## src/rtl/usb_tx_crc_gen_if.sv

```systemverilog
// Byte-stream handshake bundle (valid/ready/data/last) used on both sides of
// the USB transmit CRC generator. The master drives the byte, the slave
// drives ready.
interface usb_tx_crc_gen_if;
  logic       valid;
  logic       ready;
  logic [7:0] data;
  logic       last;

  modport master (output valid, output data, output last, input ready);
  modport slave  (input valid, input data, input last, output ready);
endinterface

```

## src/rtl/usb_tx_crc_gen.sv

```systemverilog
// usb_tx_crc_gen: transmit-side CRC generator for the USB 2.0 packet path.
// Classifies each packet by its PID, writes CRC5 over the tail of token
// packets, appends the inverted CRC16 to data packets and passes handshake
// and special packets through. One output register stage feeds the
// NRZI/bit-stuff serializer.
module usb_tx_crc_gen #(
  parameter int MAX_PAYLOAD = 1024
) (
  input  logic             clk,
  input  logic             rst,
  usb_tx_crc_gen_if.slave  s_if,
  usb_tx_crc_gen_if.master m_if,
  output logic             busy,
  output logic             pid_err,
  output logic             len_err
);

  localparam int               CNT_W      = $clog2(MAX_PAYLOAD + 2);
  localparam logic [CNT_W-1:0] CNT_LIMIT  = CNT_W'(MAX_PAYLOAD);
  localparam logic [CNT_W-1:0] CNT_SAT    = CNT_W'(MAX_PAYLOAD + 1);
  localparam logic [4:0]       CRC5_INIT  = 5'h1F;
  localparam logic [15:0]      CRC16_INIT = 16'hFFFF;

  typedef enum logic [2:0] {
    IDLE,
    TOK1,
    TOK2,
    DROP,
    DATA,
    CRC_LO,
    CRC_HI,
    PASS
  } state_t;

  // CRC5 (x^5+x^2+1), MSB-aligned shift register; bits enter LSB-first.
  // Only the low nbits of the byte are consumed.
  function automatic logic [4:0] crc5_update(input logic [4:0] crc,
                                             input logic [7:0] bits,
                                             input int         nbits);
    logic [4:0] c;
    logic       fb;
    c  = crc;
    fb = 1'b0;
    for (int i = 0; i < 8; i++) begin
      if (i < nbits) begin
        fb = c[4] ^ bits[i];
        c  = {c[3:0], 1'b0} ^ (fb ? 5'h05 : 5'h00);
      end
    end
    return c;
  endfunction

  // CRC16 (reflected 0x8005 = 0xA001), one full byte LSB-first per call.
  function automatic logic [15:0] crc16_update(input logic [15:0] crc,
                                               input logic [7:0]  bits);
    logic [15:0] c;
    logic        fb;
    c  = crc;
    fb = 1'b0;
    for (int i = 0; i < 8; i++) begin
      fb = c[0] ^ bits[i];
      c  = (c >> 1) ^ (fb ? 16'hA001 : 16'h0000);
    end
    return c;
  endfunction

  // Second token byte: inverted CRC5 occupies [7:3] with the register MSB
  // landing on bit 3 (first CRC bit on the wire); [2:0] carry ENDP/ADDR.
  function automatic logic [7:0] tok_byte2(input logic [4:0] crc,
                                           input logic [2:0] low);
    logic [7:0] b;
    b[2:0] = low;
    for (int i = 0; i < 5; i++) begin
      b[3+i] = ~crc[4-i];
    end
    return b;
  endfunction

  state_t            state_q,   state_d;
  state_t            pid_class;
  logic [4:0]        crc5_q,    crc5_d;
  logic [4:0]        crc5_tok2;
  logic [15:0]       crc16_q,   crc16_d;
  logic [CNT_W-1:0]  cnt_q,     cnt_d;
  logic              m_valid_q, m_valid_d;
  logic [7:0]        m_data_q,  m_data_d;
  logic              m_last_q,  m_last_d;
  logic              busy_q,    busy_d;
  logic              pid_err_q, pid_err_d;
  logic              len_err_q, len_err_d;
  logic              out_free;
  logic              s_ready_c;
  logic              accept;
  logic              pid_ok;

  assign out_free = !m_valid_q || m_if.ready;
  assign accept   = s_if.valid && s_ready_c;
  assign pid_ok   = (s_if.data[7:4] == ~s_if.data[3:0]);

  // Upstream ready: streaming states need a free output slot, DROP swallows
  // bytes unconditionally, CRC tail states take nothing from upstream.
  always_comb begin
    s_ready_c = 1'b0;
    if (!rst) begin
      case (state_q)
        IDLE, TOK1, TOK2, DATA, PASS: s_ready_c = out_free;
        DROP:                         s_ready_c = 1'b1;
        default:                      s_ready_c = 1'b0;
      endcase
    end
  end

  // Next-state, CRC and output-register load logic.
  always_comb begin
    // NOTE: every variable written here gets a default first, so no path
    // leaves one unassigned and no latch is inferred.
    state_d   = state_q;
    crc5_d    = crc5_q;
    crc16_d   = crc16_q;
    cnt_d     = cnt_q;
    m_valid_d = m_valid_q && !m_if.ready;
    m_data_d  = m_data_q;
    m_last_d  = m_last_q;
    busy_d    = busy_q;
    pid_err_d = 1'b0;
    len_err_d = 1'b0;
    pid_class = PASS;
    crc5_tok2 = crc5_update(crc5_q, s_if.data, 3);

    // Packet ends once its last byte leaves; a PID accepted in the same
    // cycle re-asserts busy below.
    if (m_valid_q && m_if.ready && m_last_q) begin
      busy_d = 1'b0;
    end

    case (state_q)
      IDLE: begin
        if (accept) begin
          m_valid_d = 1'b1;
          m_data_d  = s_if.data;
          m_last_d  = 1'b0;
          busy_d    = 1'b1;
          crc5_d    = CRC5_INIT;
          crc16_d   = CRC16_INIT;
          cnt_d     = '0;
          if (!pid_ok) begin
            pid_err_d = 1'b1;
            pid_class = PASS;
          end else if (s_if.data[1:0] == 2'b01) begin
            pid_class = TOK1;
          end else if (s_if.data[1:0] == 2'b11) begin
            pid_class = DATA;
          end else begin
            pid_class = PASS;
          end
          if (s_if.last) begin
            case (pid_class)
              DATA: state_d = CRC_LO;
              TOK1: begin
                len_err_d = 1'b1;
                m_last_d  = 1'b1;
                state_d   = IDLE;
              end
              default: begin
                m_last_d = 1'b1;
                state_d  = IDLE;
              end
            endcase
          end else begin
            state_d = pid_class;
          end
        end
      end

      TOK1: begin
        if (accept) begin
          m_valid_d = 1'b1;
          m_data_d  = s_if.data;
          m_last_d  = s_if.last;
          crc5_d    = crc5_update(crc5_q, s_if.data, 8);
          if (s_if.last) begin
            len_err_d = 1'b1;
            state_d   = IDLE;
          end else begin
            state_d = TOK2;
          end
        end
      end

      TOK2: begin
        if (accept) begin
          m_valid_d = 1'b1;
          m_data_d  = tok_byte2(crc5_tok2, s_if.data[2:0]);
          m_last_d  = 1'b1;
          crc5_d    = crc5_tok2;
          if (s_if.last) begin
            state_d = IDLE;
          end else begin
            len_err_d = 1'b1;
            state_d   = DROP;
          end
        end
      end

      DROP: begin
        if (accept && s_if.last) begin
          state_d = IDLE;
        end
      end

      DATA: begin
        if (accept) begin
          m_valid_d = 1'b1;
          m_data_d  = s_if.data;
          m_last_d  = 1'b0;
          crc16_d   = crc16_update(crc16_q, s_if.data);
          // Saturating count so the oversize flag fires exactly once.
          if (cnt_q != CNT_SAT) begin
            cnt_d = cnt_q + 1'b1;
          end
          if (cnt_q == CNT_LIMIT) begin
            len_err_d = 1'b1;
          end
          if (s_if.last) begin
            state_d = CRC_LO;
          end
        end
      end

      CRC_LO: begin
        if (out_free) begin
          m_valid_d = 1'b1;
          m_data_d  = ~crc16_q[7:0];
          m_last_d  = 1'b0;
          state_d   = CRC_HI;
        end
      end

      CRC_HI: begin
        if (out_free) begin
          m_valid_d = 1'b1;
          m_data_d  = ~crc16_q[15:8];
          m_last_d  = 1'b1;
          state_d   = IDLE;
        end
      end

      PASS: begin
        if (accept) begin
          m_valid_d = 1'b1;
          m_data_d  = s_if.data;
          m_last_d  = s_if.last;
          if (s_if.last) begin
            state_d = IDLE;
          end
        end
      end

      default: state_d = IDLE;
    endcase
  end

  // State, CRC, counter and output register; synchronous reset abandons
  // any packet in flight.
  always_ff @(posedge clk) begin
    // NOTE: sequential state uses non-blocking assignments so every flop
    // samples pre-edge values regardless of statement order.
    if (rst) begin
      state_q   <= IDLE;
      crc5_q    <= CRC5_INIT;
      crc16_q   <= CRC16_INIT;
      cnt_q     <= '0;
      m_valid_q <= 1'b0;
      m_data_q  <= 8'h00;
      m_last_q  <= 1'b0;
      busy_q    <= 1'b0;
      pid_err_q <= 1'b0;
      len_err_q <= 1'b0;
    end else begin
      state_q   <= state_d;
      crc5_q    <= crc5_d;
      crc16_q   <= crc16_d;
      cnt_q     <= cnt_d;
      m_valid_q <= m_valid_d;
      m_data_q  <= m_data_d;
      m_last_q  <= m_last_d;
      busy_q    <= busy_d;
      pid_err_q <= pid_err_d;
      len_err_q <= len_err_d;
    end
  end

  assign s_if.ready = s_ready_c;
  assign m_if.valid = m_valid_q;
  assign m_if.data  = m_data_q;
  assign m_if.last  = m_last_q;
  assign busy       = busy_q;
  assign pid_err    = pid_err_q;
  assign len_err    = len_err_q;

endmodule

```

## src/flat_wrapper.sv

```systemverilog
// flat-port wrapper written by rule: the top's interface ports become plain ports
module usb_tx_crc_gen_flat 
#(
  parameter int MAX_PAYLOAD = 1024
)
  (clk, rst, busy, pid_err, len_err, s_if_valid, s_if_data, s_if_last, s_if_ready, m_if_valid, m_if_data, m_if_last, m_if_ready);
  usb_tx_crc_gen_if s_if_i ();
  usb_tx_crc_gen_if m_if_i ();
  input  logic clk;
  input  logic rst;
  output logic busy;
  output logic pid_err;
  output logic len_err;
  input wire logic [$bits(s_if_i.valid)-1:0] s_if_valid;
  input wire logic [$bits(s_if_i.data)-1:0] s_if_data;
  input wire logic [$bits(s_if_i.last)-1:0] s_if_last;
  output wire logic [$bits(s_if_i.ready)-1:0] s_if_ready;
  output wire logic [$bits(m_if_i.valid)-1:0] m_if_valid;
  output wire logic [$bits(m_if_i.data)-1:0] m_if_data;
  output wire logic [$bits(m_if_i.last)-1:0] m_if_last;
  input wire logic [$bits(m_if_i.ready)-1:0] m_if_ready;
  assign s_if_i.valid = s_if_valid;
  assign s_if_i.data = s_if_data;
  assign s_if_i.last = s_if_last;
  assign s_if_ready = s_if_i.ready;
  assign m_if_valid = m_if_i.valid;
  assign m_if_data = m_if_i.data;
  assign m_if_last = m_if_i.last;
  assign m_if_i.ready = m_if_ready;
  usb_tx_crc_gen #(.MAX_PAYLOAD(MAX_PAYLOAD)) u_core (.clk(clk), .rst(rst), .s_if(s_if_i), .m_if(m_if_i), .busy(busy), .pid_err(pid_err), .len_err(len_err));
endmodule
```

## config.mk

```make
export PLATFORM = sky130hd
export DESIGN_NAME = usb_tx_crc_gen_flat
export DESIGN_NICKNAME = d
export VERILOG_FILES = /design/src/rtl/usb_tx_crc_gen_if.sv /design/src/rtl/usb_tx_crc_gen.sv /design/src/flat_wrapper.sv
export SDC_FILE = /design/constraint.sdc
export NUM_CORES = 1
export LEC_CHECK = 0
export ABC_AREA = 0
export CAP_MARGIN = 5
export CORE_AREA = 2 2 82 84
export CTS_CLUSTER_SIZE = 10
export DETAILED_ROUTE_END_ITERATION = 10
export DIE_AREA = 0 0 84 86
export PLACE_DENSITY_LB_ADDON = 0.2
export SLEW_MARGIN = 20
export SYNTH_ARGS = -nofsm -noshare
export SYNTH_HDL_FRONTEND = slang
export SYNTH_SLANG_ARGS = --single-unit
```

## constraint.sdc

```tcl
create_clock -name clk -period 3.34 [get_ports clk]
set_input_delay 0.668 -clock clk [delete_from_list [all_inputs] [get_ports clk]]
set_output_delay 0.668 -clock clk [all_outputs]
set_load 0.01 [all_outputs]
```

* After elaboration in Yosys (flattened, before gate mapping)
Index checks and enable logic that the tools add are counted.
** Storage, ports and cells
- Bits of input ports :: 13
- Output and inout port bits :: 14
- Logic and storage cells :: 204
- Flip-flop bits (word level) :: 48
** Operators by class
- Multiplexer cells :: 96
- Reduce and logical (&&, ||, !) cells :: 24
- Equality and inequality tests :: 27
- Bitwise gates (word level) :: 46
- Add/subtract/negate cells :: 1
** Operators by type and width (number)
- 16-bit two-way mux :: 10
- 15-bit by 16-bit XOR with 16-bit output :: 8
- 5-bit two-way mux :: 17
- 3-bit two-way mux :: 26
- 5-bit XOR :: 10
- 11-bit two-way mux :: 3
- 8-bit two-way mux :: 4
- 16-bit case mux with 2 select lines :: 1
- 8-bit case mux with 4 select lines :: 1
- 1-bit two-way mux :: 24
- 3-bit case mux with 8 select lines :: 1
- 2-bit by 1-bit inequality test with 1-bit output, second input constant :: 11
- 11-bit case mux with 2 select lines :: 1
- 1-bit XOR :: 18
- 8-bit inverter :: 2
- 3-bit equality test, second input constant :: 5
- 5-bit case mux with 3 select lines :: 1
- 11-bit by 1-bit adder with 11-bit output, second input constant :: 1
- 11-bit equality test, second input constant :: 1
- 11-bit inequality test, second input constant :: 1
- 10-bit AND reduction :: 1
- 4-bit AND reduction :: 2
- 1-bit inverter :: 7
- 7-bit AND reduction :: 1
- 25 further kinds :: 37

* Depth between registers and ports, before layout
Gate-level depths: netlist (run 1).
- Depth after elaboration :: 42
- Gate-level depth with buffers :: 7
- Depth with buffers taken out :: 6

* Worst setup path after synthesis (run 1)
Ideal clock, no wire load.
- Path type :: input-to-reg
- From :: input port s_if_data[4]
- To :: register u_core.len_err_q, in the netlist u_core.len_err
- Data arrival time :: 2.329 ns
- Path buffers :: 1
- Setup time :: 0.074 ns
- Slack :: 0.937 ns
- Stages :: 6
- Required time :: 3.266 ns
- Path through :: buf_2 > nand2b_1 > or4_4 > or4_1 > a211o_1 > a31oi_1
** On the way
- Word-level cells in the longest chain between the ends :: 9
** RTL lines
- start, declared :: RTL line flat_wrapper.sv:15 : input wire logic [$bits(s_if_i.data)-1:0] s_if_data;
- 4-bit equality test :: RTL line usb_tx_crc_gen.sv:98 : assign pid_ok = (s_if.data[7:4] == ~s_if.data[3:0]);
- 3-bit two-way mux :: RTL line usb_tx_crc_gen.sv:146 : if (!pid_ok) begin
- 3-bit two-way mux :: RTL line usb_tx_crc_gen.sv:138 : if (accept) begin
- 3-bit two-way mux :: RTL line usb_tx_crc_gen.sv:136 : case (state_q)
- 3-bit by 1-bit equality test with 1-bit output :: RTL line usb_tx_crc_gen.sv:157 : case (pid_class)
- 1-bit two-way mux :: RTL line usb_tx_crc_gen.sv:157
- 1-bit two-way mux :: RTL line usb_tx_crc_gen.sv:156 : if (s_if.last) begin
- 1-bit two-way mux :: RTL line usb_tx_crc_gen.sv:138
- 1-bit case mux with 4 select lines :: RTL line usb_tx_crc_gen.sv:136
- end signal, assigned :: RTL line usb_tx_crc_gen.sv:289 : len_err_q <= len_err_d;
- end, declared :: RTL line usb_tx_crc_gen.sv:90 : logic len_err_q, len_err_d;
No other way between the ends. The select of a mux whose other input is x is not followed.
A chain may end at the register's enable or synchronous reset.

* Worst setup path in the final report (run 1)
- From :: input port m_if_ready
- To :: output port s_if_ready
** On the way
- Word-level cells in the longest chain between the ends :: 3
** RTL lines
- start, declared :: RTL line flat_wrapper.sv:21 : input wire logic [$bits(m_if_i.ready)-1:0] m_if_ready;
- 1-bit logical OR :: RTL line usb_tx_crc_gen.sv:96 : assign out_free = !m_valid_q || m_if.ready;
- 1-bit case mux with 2 select lines :: RTL line usb_tx_crc_gen.sv:105 : case (state_q)
- 1-bit two-way mux :: RTL line usb_tx_crc_gen.sv:104 : if (!rst) begin
- end, declared :: RTL line flat_wrapper.sv:17 : output wire logic [$bits(s_if_i.ready)-1:0] s_if_ready;
No other way between the ends.

==> impl_summary.md, run 1 <==
Route
The number of vias per cell after detailed routing is between 5 and 6. The mean routed wirelength per cell is between 15 and 20 um. For this run, design rule violations remaining after detail routing come to 0. Before antenna repair, the detailed router went through 5 iterations. The via total after detailed routing is around 2,700. The count of nets left with antenna violations after detail routing is 0. The number of DRC markers in iteration 0 is roughly 160.

The total wire length is around 7600 um.

Clock tree
The cts-stage hold buffer count is 0. Clock tree synthesis inserted a total of 5 buffers. The register clock-pin slew on the reported worst setup and hold paths is 0.09 ns.

Once the clock tree was built, the setup fixing pass inserted 0 buffers. The H-tree generated during clock tree synthesis spans 2 levels. The count of cells resized by post-cts repair is 0. Clock tree synthesis selected as its root buffer the cell clkbuf_8. Counting every sink on the clock net gives between 40 and 50. The later pin in the worst-skew pair is clocked with a latency of ~0.30 ns. The clock tree from TritonCTS is yes. The maximum root-to-sink buffer count is 2.

Die
The number of top-level pins is 27. The core region is ~0.0063 mm^2. For this configuration, the core starts out at a cell density of 48.6%. The area enclosed by the die boundary is just over 0.007 mm^2.

From bottom edge to top edge, the die measures around 86 um. The width of the die is roughly 84 um. The number of core rows is 29.

Run status
The flow ran to the end, and the final reports show no timing, DRC or antenna violations.

Logic synthesis
The fraction of the yosys area taken by sequential cells is 31.5%. The count of flip-flops with a built-in enable after synthesis is 0. The number of nets handed over by synthesis was between 300 and 400. The cell area after technology mapping is 0.00305 mm^2. Measured against the total synthesized area, the mux share comes to between 1 and 1.5%.

The share of synthesized area in the top cell type comes to 31.5%. Yosys mapped the design onto 57 distinct sky130hd cell types. After synthesis, the largest family of logic cells by area is simple AND/OR/NAND/NOR gates.

The dominant synthesized flop cell is dfxtp_1. Yosys attributes the largest share of cell area to dfxtp_1, xnor2_1, nor2_1. The proportion of register bits with asynchronous set or reset after synthesis is 0%. The synthesized-area fraction occupied by ao, oa, aoi and oai cells is about 21%. The gate count of the mapped netlist is 375. The synthesized design spends more area on one cell type than any other, namely dfxtp_1. The synthesized netlist devotes between 10% and 20% of its cell area to XOR and XNOR gates. The number of synthesis warnings is 0.

The synthesized design contains 48 register bits. By instance count, the leading cell after synthesis is dfxtp_1. After synthesis, the most frequently instantiated cells are dfxtp_1, nor2_1, nand2_1, xnor2_1. The fraction of the mapped netlist area in simple logic gates is between 20% and 30%. The synthesized netlist devotes 1.23% of its cell area to adder and majority cells.

The mean instance size in the synthesized netlist is a little over 8 um^2.

GRT
Entering global routing, the biggest net connects 27 pins. Across every metal layer, demand over resource in global routing totals between 20% and 30%. The via count of the first global-routing pass is 2,362.

The wire length of the first global-routing pass is roughly 12,000 um. The initial antenna violation count is 0. The global route total overflow is 0.

Critical path
The cell repeated most along the worst path is clkdlybuf4s50_1. The worst setup path is of the in2out kind. STA classifies the critical path startpoint as a primary input.

The delay of the slowest cell on the worst path is 0.56 ns. The data arrival time at the worst-slack endpoint is between 2 and 2.5 ns. Traced cell by cell, the critical path runs through clkdlybuf4s50_1 -> nand2b_1 -> a22oi_1 -> nor2_1 -> clkdlybuf4s50_1.

The worst path required time is ~2.7 ns. In this design, the largest share of critical-path delay is due to buffers and inverters. The master of the slowest instance on the critical path is clkdlybuf4s50_1. The sort of element at the end of the critical path is a primary output.

The worst-path maximum fanout is 7. The number of buffers and inverters on the critical path is 2.

STA
The headroom to the max-slew limit is between 60 and 70%. The number of slew-limit violations in the final report was 0. The final setup violation count is 0. The minimum clock period after layout is between 2 and 3 ns. The worst-margin pin slew is 0.577 ns.

The final-report hold violation count is 0. In the finished design, the share of the clock period the worst path needs comes to between 80% and 90%. After routing, the total negative slack on setup checks comes to 0 ns.

In the post-route analysis, the smallest setup slack over all paths is between 0.3 and 0.4 ns. Setup repair after global routing left no endpoint under its margin. For the final database, setup skew stands at roughly 0.0051 ns. Timing would allow up to between 300 and 400 MHz.

Cells and area
The repair_antennas step left the layout with diodes totalling 0. The number of nets at the end of the flow is 408. For this run, the share of the core covered by cells in the final layout is between 50% and 60%. The ratio of cells with drive above 1 in the final layout is around 6.9%. From synthesis to final layout, the design area changed by 16.2%. The area of all placed cells without fillers is roughly 0.0035 mm^2.

Run
The count of max-cap constraint violations is 0.

Placed design
The weighted congestion reported at the end of routability-driven placement is a little over 0.9. The post-detailed-placement half-perimeter wirelength is approximately 5600 um. The number of buffer cells added on primary ports is 26. The placed instance area is about 0.0034 mm^2.

The pre-CTS worst setup slack is 0.398 ns.

Power and ir drop
The cell area power density is about 460 mW/mm^2. The peak ir drop on the vdd network is between 0.2 and 0.25 mV. The analysis attributes to cell leakage a power of around 1.4 nW.

Min path
The classification of the worst-slack hold path is reg2reg.
-- logic make-up (layout without fill, tap and decap cells) --
group | Yosys count | after routing
buffers and inverters | 39 | 57
AO/OA/AOI/OAI | 93 | 93
flip-flops | 48 | 48
multiplexers | 3 | 3
XOR/XNOR | 51 | 51
adder cells (fa/ha/maj) | 3 | 3
AND/OR/NAND/NOR | 138 | 138
-- tightest hold or removal path: stages (launching register included) --
cell     delay [ns]
dfxtp_1        0.32
nand2_1        0.05
a21oi_1        0.05
-- final timing paths --
kind,slack (ns),from,cells after the start,to
worst max-delay path,0.38,m_if_ready,5,s_if_ready
worst min register to register,0.46,u_core.m_if.data[1]$_SDFFE_PP0P_,2,u_core.m_if.data[1]$_SDFFE_PP0P_
worst max register to register,1.18,u_core.state_q[0]$_SDFFE_PP0P_,7,u_core.crc16_q[15]$_SDFFE_PP1P_
worst min-delay path,0.46,u_core.m_if.data[1]$_SDFFE_PP0P_,2,u_core.m_if.data[1]$_SDFFE_PP0P_
-- power breakdown --
part           total (mW)  leakage, nW  internal, mW  switching [mW]
Sequential          0.624        0.391         0.599          0.0247
Clock               0.577       0.0784         0.374           0.203
Combinational       0.427        0.887         0.211           0.216
Total                1.63         1.36          1.18           0.444
-- metal layers --
metal | share of wire [%] | track usage (%) | up-vias
li1 | - | - | 1365
met1 | 48 | 29.4 | 1257
met2 | 46 | 33.3 | 80
met3 | 4.5 | 3.08 | 9
met4 | 1.4 | 6.16 | 0
met5 | 0 | 0 | -
-- sequential cells by signal, summed over array words and instances, names as in the netlist --
register and cells:
u_core.m_if.last 1, u_core.m_if.data 8, u_core.state_q 3, u_core.len_err 1, u_core.m_if.valid 1, u_core.crc16_q 16
u_core.crc5_q 5, u_core.busy 1, u_core.cnt_q 11, u_core.pid_err 1
-- final cells by class --
type / instances / area (um^2)
clock buffers: 5 / 68.8
flip-flops and latches: 48 / 961
fillers: 580 / 2730
clock inverters: 3 / 90.1
well taps: 77 / 96.3
multi-input cells: 288 / 1930
inverters: 10 / 37.5
repair buffers: 39 / 358
-- through the flow --
step	cells	total power [mW]	hold slack, ns
after floorplan	375	0.952	0.457
after global placement	462	1.05	0.448
after detailed placement	462	1.06	0.457
after CTS	470	1.64	0.469
after global routing	470	1.70	0.483
final	470	1.63	0.462
-- cell usage in the layout, fill, tap and decap left out, types with 4 or more instances in the layout --
| cell | instances |
|---|---|
| buf_4 | 13 |
| xor2_1 | 12 |
| nor2_1 | 43 |
| o2bb2ai_1 | 4 |
| o22ai_1 | 4 |
| dfxtp_1 | 48 |
| a311oi_1 | 5 |
| a22oi_1 | 8 |
| and3_1 | 4 |
| nand2b_1 | 5 |
| o21bai_1 | 10 |
| nand3_1 | 15 |
| clkdlybuf4s50_1 | 26 |
| a31oi_1 | 4 |
| nand2_1 | 35 |
| xnor3_1 | 6 |
| clkbuf_8 | 5 |
| a221oi_1 | 4 |
| a21oi_1 | 18 |
| a211o_1 | 6 |
| nor3_1 | 12 |
| o21ai_0 | 11 |
| xnor2_1 | 31 |
| or3_1 | 4 |
| inv_1 | 10 |
(Power assumes the default switching activity.)
==> inputs of run 2 (changes only) <==
--- a/config.mk
+++ b/config.mk
@@ -12,6 +12,7 @@
 export DETAILED_ROUTE_END_ITERATION = 10
 export DIE_AREA = 0 0 84 86
 export PLACE_DENSITY_LB_ADDON = 0.2
+export REMOVE_ABC_BUFFERS = 1
 export SLEW_MARGIN = 20
 export SYNTH_ARGS = -nofsm -noshare
 export SYNTH_HDL_FRONTEND = slang
==> impl_summary.md, run 2 (synthesized netlist as in run 1, its figures left out) <==
GRT
The wire length of the first global-routing pass is 13,200 um (+8.8%). The initial antenna violation count is 0 (unchanged). The via count of the first global-routing pass is 2,563 (+8.5%).

The global route total overflow is 0 (unchanged). The total global routing track utilization is 22.6% (+1.8 points). The pin count of the biggest net entering global routing is 28 (+3.7%).

Route
The detailed route wirelength on metal3 is 354 um (+3.2%). The mean routed wirelength per cell came to 16.7 um (+3.9%). The total wire length is 7830 um (+3.7%). The number of vias per cell after detailed routing is 5.85 (+1.5%). The met2 layer wire length in the routed design was 3700 um (+6.2%). The via total after detailed routing was 2,745 (+1.3%). The number of DRC markers in iteration 0 is 226 (+43%).

The count of nets left with antenna violations after detail routing was 0 (unchanged). The routed metal-1 wire length is 3740 um (+3.5%). The number of iterations in the first detailed-routing pass is 5 (unchanged). The number of remaining DRC errors is 0 (unchanged). The highest routing layer actually used is met4.

Power and ir drop
The cell area power density is 412 mW/mm^2 (-10%). The leakage power of the design is 1.33 nW (-2.1%). The peak ir drop on the vdd network is 0.183 mV (-23%).

Cells and area
The area growth from synthesis to layout is 14.1%. The multi-input combinational cell area came to 0.00193 mm^2 (unchanged). The number of nets at the end of the flow came to 408 (unchanged). The antenna cell count was 0 (unchanged).

Leaving out fill and tap cells, the most frequent cells in the layout are dfxtp_1, nor2_1, nand2_1. The number of filler instances in the final layout is 580 (unchanged). The ratio of cells with drive above 1 in the final layout is 6.63% (-0.24 points).

The sequential cell area was 961 um^2 (unchanged). The flip-flop count of the largest register, all copies and words added is 16 (unchanged). The area of all placed cells without fillers is 0.00348 mm^2 (-1.8%). The commonest non-fill, non-tap cell in the layout is dfxtp_1. The register with the most flip-flops is u_core.crc16_q. The post-layout utilization of the core is 55.5% (-1.0 points).

Clock tree
The maximum root-to-sink buffer count is 2 (unchanged). The clock network latency to the later pin of the worst-skew pair is 0.30 ns (about the same). The cts-stage hold buffer count was 0 (unchanged). The total clock buffers created by CTS was 5 (unchanged). The total setup buffers inserted after CTS is 0 (unchanged). The count of cells resized by post-cts repair came to 0 (unchanged). The number of sinks on the clock net is 48 (unchanged). The clock tree from TritonCTS is yes. The deepest level of the CTS H-tree is 2 (unchanged).

The register clock-pin slew on the reported worst setup and hold paths came to 0.08 ns (about the same). The cell sitting at the root of the clock tree is a clkbuf_8.

STA
The post-route fraction of the period consumed by the critical path was 88.2% (-0.29 points). The final-report hold violation count is 0 (unchanged). The worst-case clock skew came to 0.00554 ns (+0.000407 ns). The headroom to the max-slew limit came to 61.3% (-0.25 points). Setup repair after global routing left no endpoint under its margin. The final setup violation count is 0 (unchanged). The aggregate negative setup slack came to 0 ns (unchanged).

The worst hold slack after final layout is 0.458 ns (-0.00345 ns). The worst setup margin is 0.393 ns (+0.00975 ns). The minimum clock period after layout is 2.95 ns (-0.00975 ns). The number of slew-limit violations in the final report was 0 (unchanged). The worst-margin pin slew was 0.581 ns (+0.00381 ns). The maximum clock frequency is 339 MHz (+0.33%).

Critical path
The path type of the worst setup path is in2out. The worst path required time is 2.67 ns (about the same). The reg-to-reg setup timing slack came to 0.89 ns (-0.29 ns).

The worst-path maximum fanout came to 7 (unchanged). The sort of element at the end of the critical path is a primary output. The data arrival time at the worst-slack endpoint is 2.28 ns (about the same).

The type of origin of the critical path is a primary input.

Die
The placeable core area is 0.00628 mm^2 (unchanged). The vertical die dimension came to 86 um (unchanged). The number of top-level pins is 27 (unchanged). The area enclosed by the die boundary is 0.00722 mm^2 (unchanged). The width of the die came to 84 um (unchanged).

The number of core rows is 29 (unchanged). The initial cell density of the core is 48.6% (unchanged).

Run status
The run finished with clean final reports.

Placed design
The weighted congestion reported at the end of routability-driven placement is 0.830 (-8.3%). The pre-CTS worst setup slack is 0.399 ns (+0.00118 ns). The post-detailed-placement half-perimeter wirelength came to 5630 um (+1.3%).

The number of buffer cells added on primary ports is 26 (unchanged). The placed instance area is 0.00339 mm^2 (unchanged).

Run
The count of max-cap constraint violations is 0 (unchanged).

Min path
The tightest min-delay check is of the reg2reg type.
run 2: cell types whose count changed in the layout (fill, tap and decap cells not counted), sizes merged:
cell    previous run  this run
clkbuf             5         7
bufinv             3         0
run 2: layout make-up:
type                    count  share of cell area, %
repair buffers             39                   10.3
well taps                  77                   2.77
multi-input cells         288                   55.5
clock buffers               7                   2.77
flip-flops and latches     48                   27.6
inverters                  10                   1.08
run 2: power by group:
part | switching, mW | internal (mW) | leakage [nW] | total [mW]
sequential | 0.0248 | 0.599 | 0.391 | 0.624
clock | 0.194 | 0.185 | 0.0503 | 0.378
combinational | 0.222 | 0.211 | 0.886 | 0.432
run 2: worst max-delay path, stage by stage:
cell,delay (ns)
clkdlybuf4s50_1,0.53
nand2b_1,0.28
a22oi_1,0.11
nor2_1,0.14
clkdlybuf4s50_1,0.55
run 2: through the flow:
| step | std cells | power [mW] |
|---|---|---|
| floorplan | 346 | 0.928 |
| global placement | 462 | 1.06 |
| detailed placement | 462 | 1.06 |
| CTS | 469 | 1.44 |
| global route | 469 | 1.51 |
| finish | 469 | 1.43 |
run 2: path summary, 6_finish.rpt:
check	endpoint	from	cells after the start
setup / recovery	s_if_ready	m_if_ready	5
hold reg to reg	u_core.m_if.data[0]$_SDFFE_PP0P_	u_core.m_if.data[0]$_SDFFE_PP0P_	2
setup reg to reg	u_core.crc16_q[15]$_SDFFE_PP1P_	u_core.state_q[1]$_SDFFE_PP0P_	7
hold / removal	u_core.m_if.data[0]$_SDFFE_PP0P_	u_core.m_if.data[0]$_SDFFE_PP0P_	2
run 2: routing by layer:
metal  GRT usage (%)  vias to the layer above
met5               0                        -
met4            4.99                        0
met3            3.46                        6
met2            37.7                       87
met1            31.3                     1290
li1                -                     1362
==> inputs of run 3 (changes only) <==
--- a/config.mk
+++ b/config.mk
@@ -8,6 +8,7 @@
 export ABC_AREA = 0
 export CAP_MARGIN = 5
 export CORE_AREA = 2 2 82 84
+export CTS_CLUSTER_DIAMETER = 100
 export CTS_CLUSTER_SIZE = 10
 export DETAILED_ROUTE_END_ITERATION = 10
 export DIE_AREA = 0 0 84 86
==> results of run 3 <==
Final layout, timing and power as in run 2 (identical DEF).
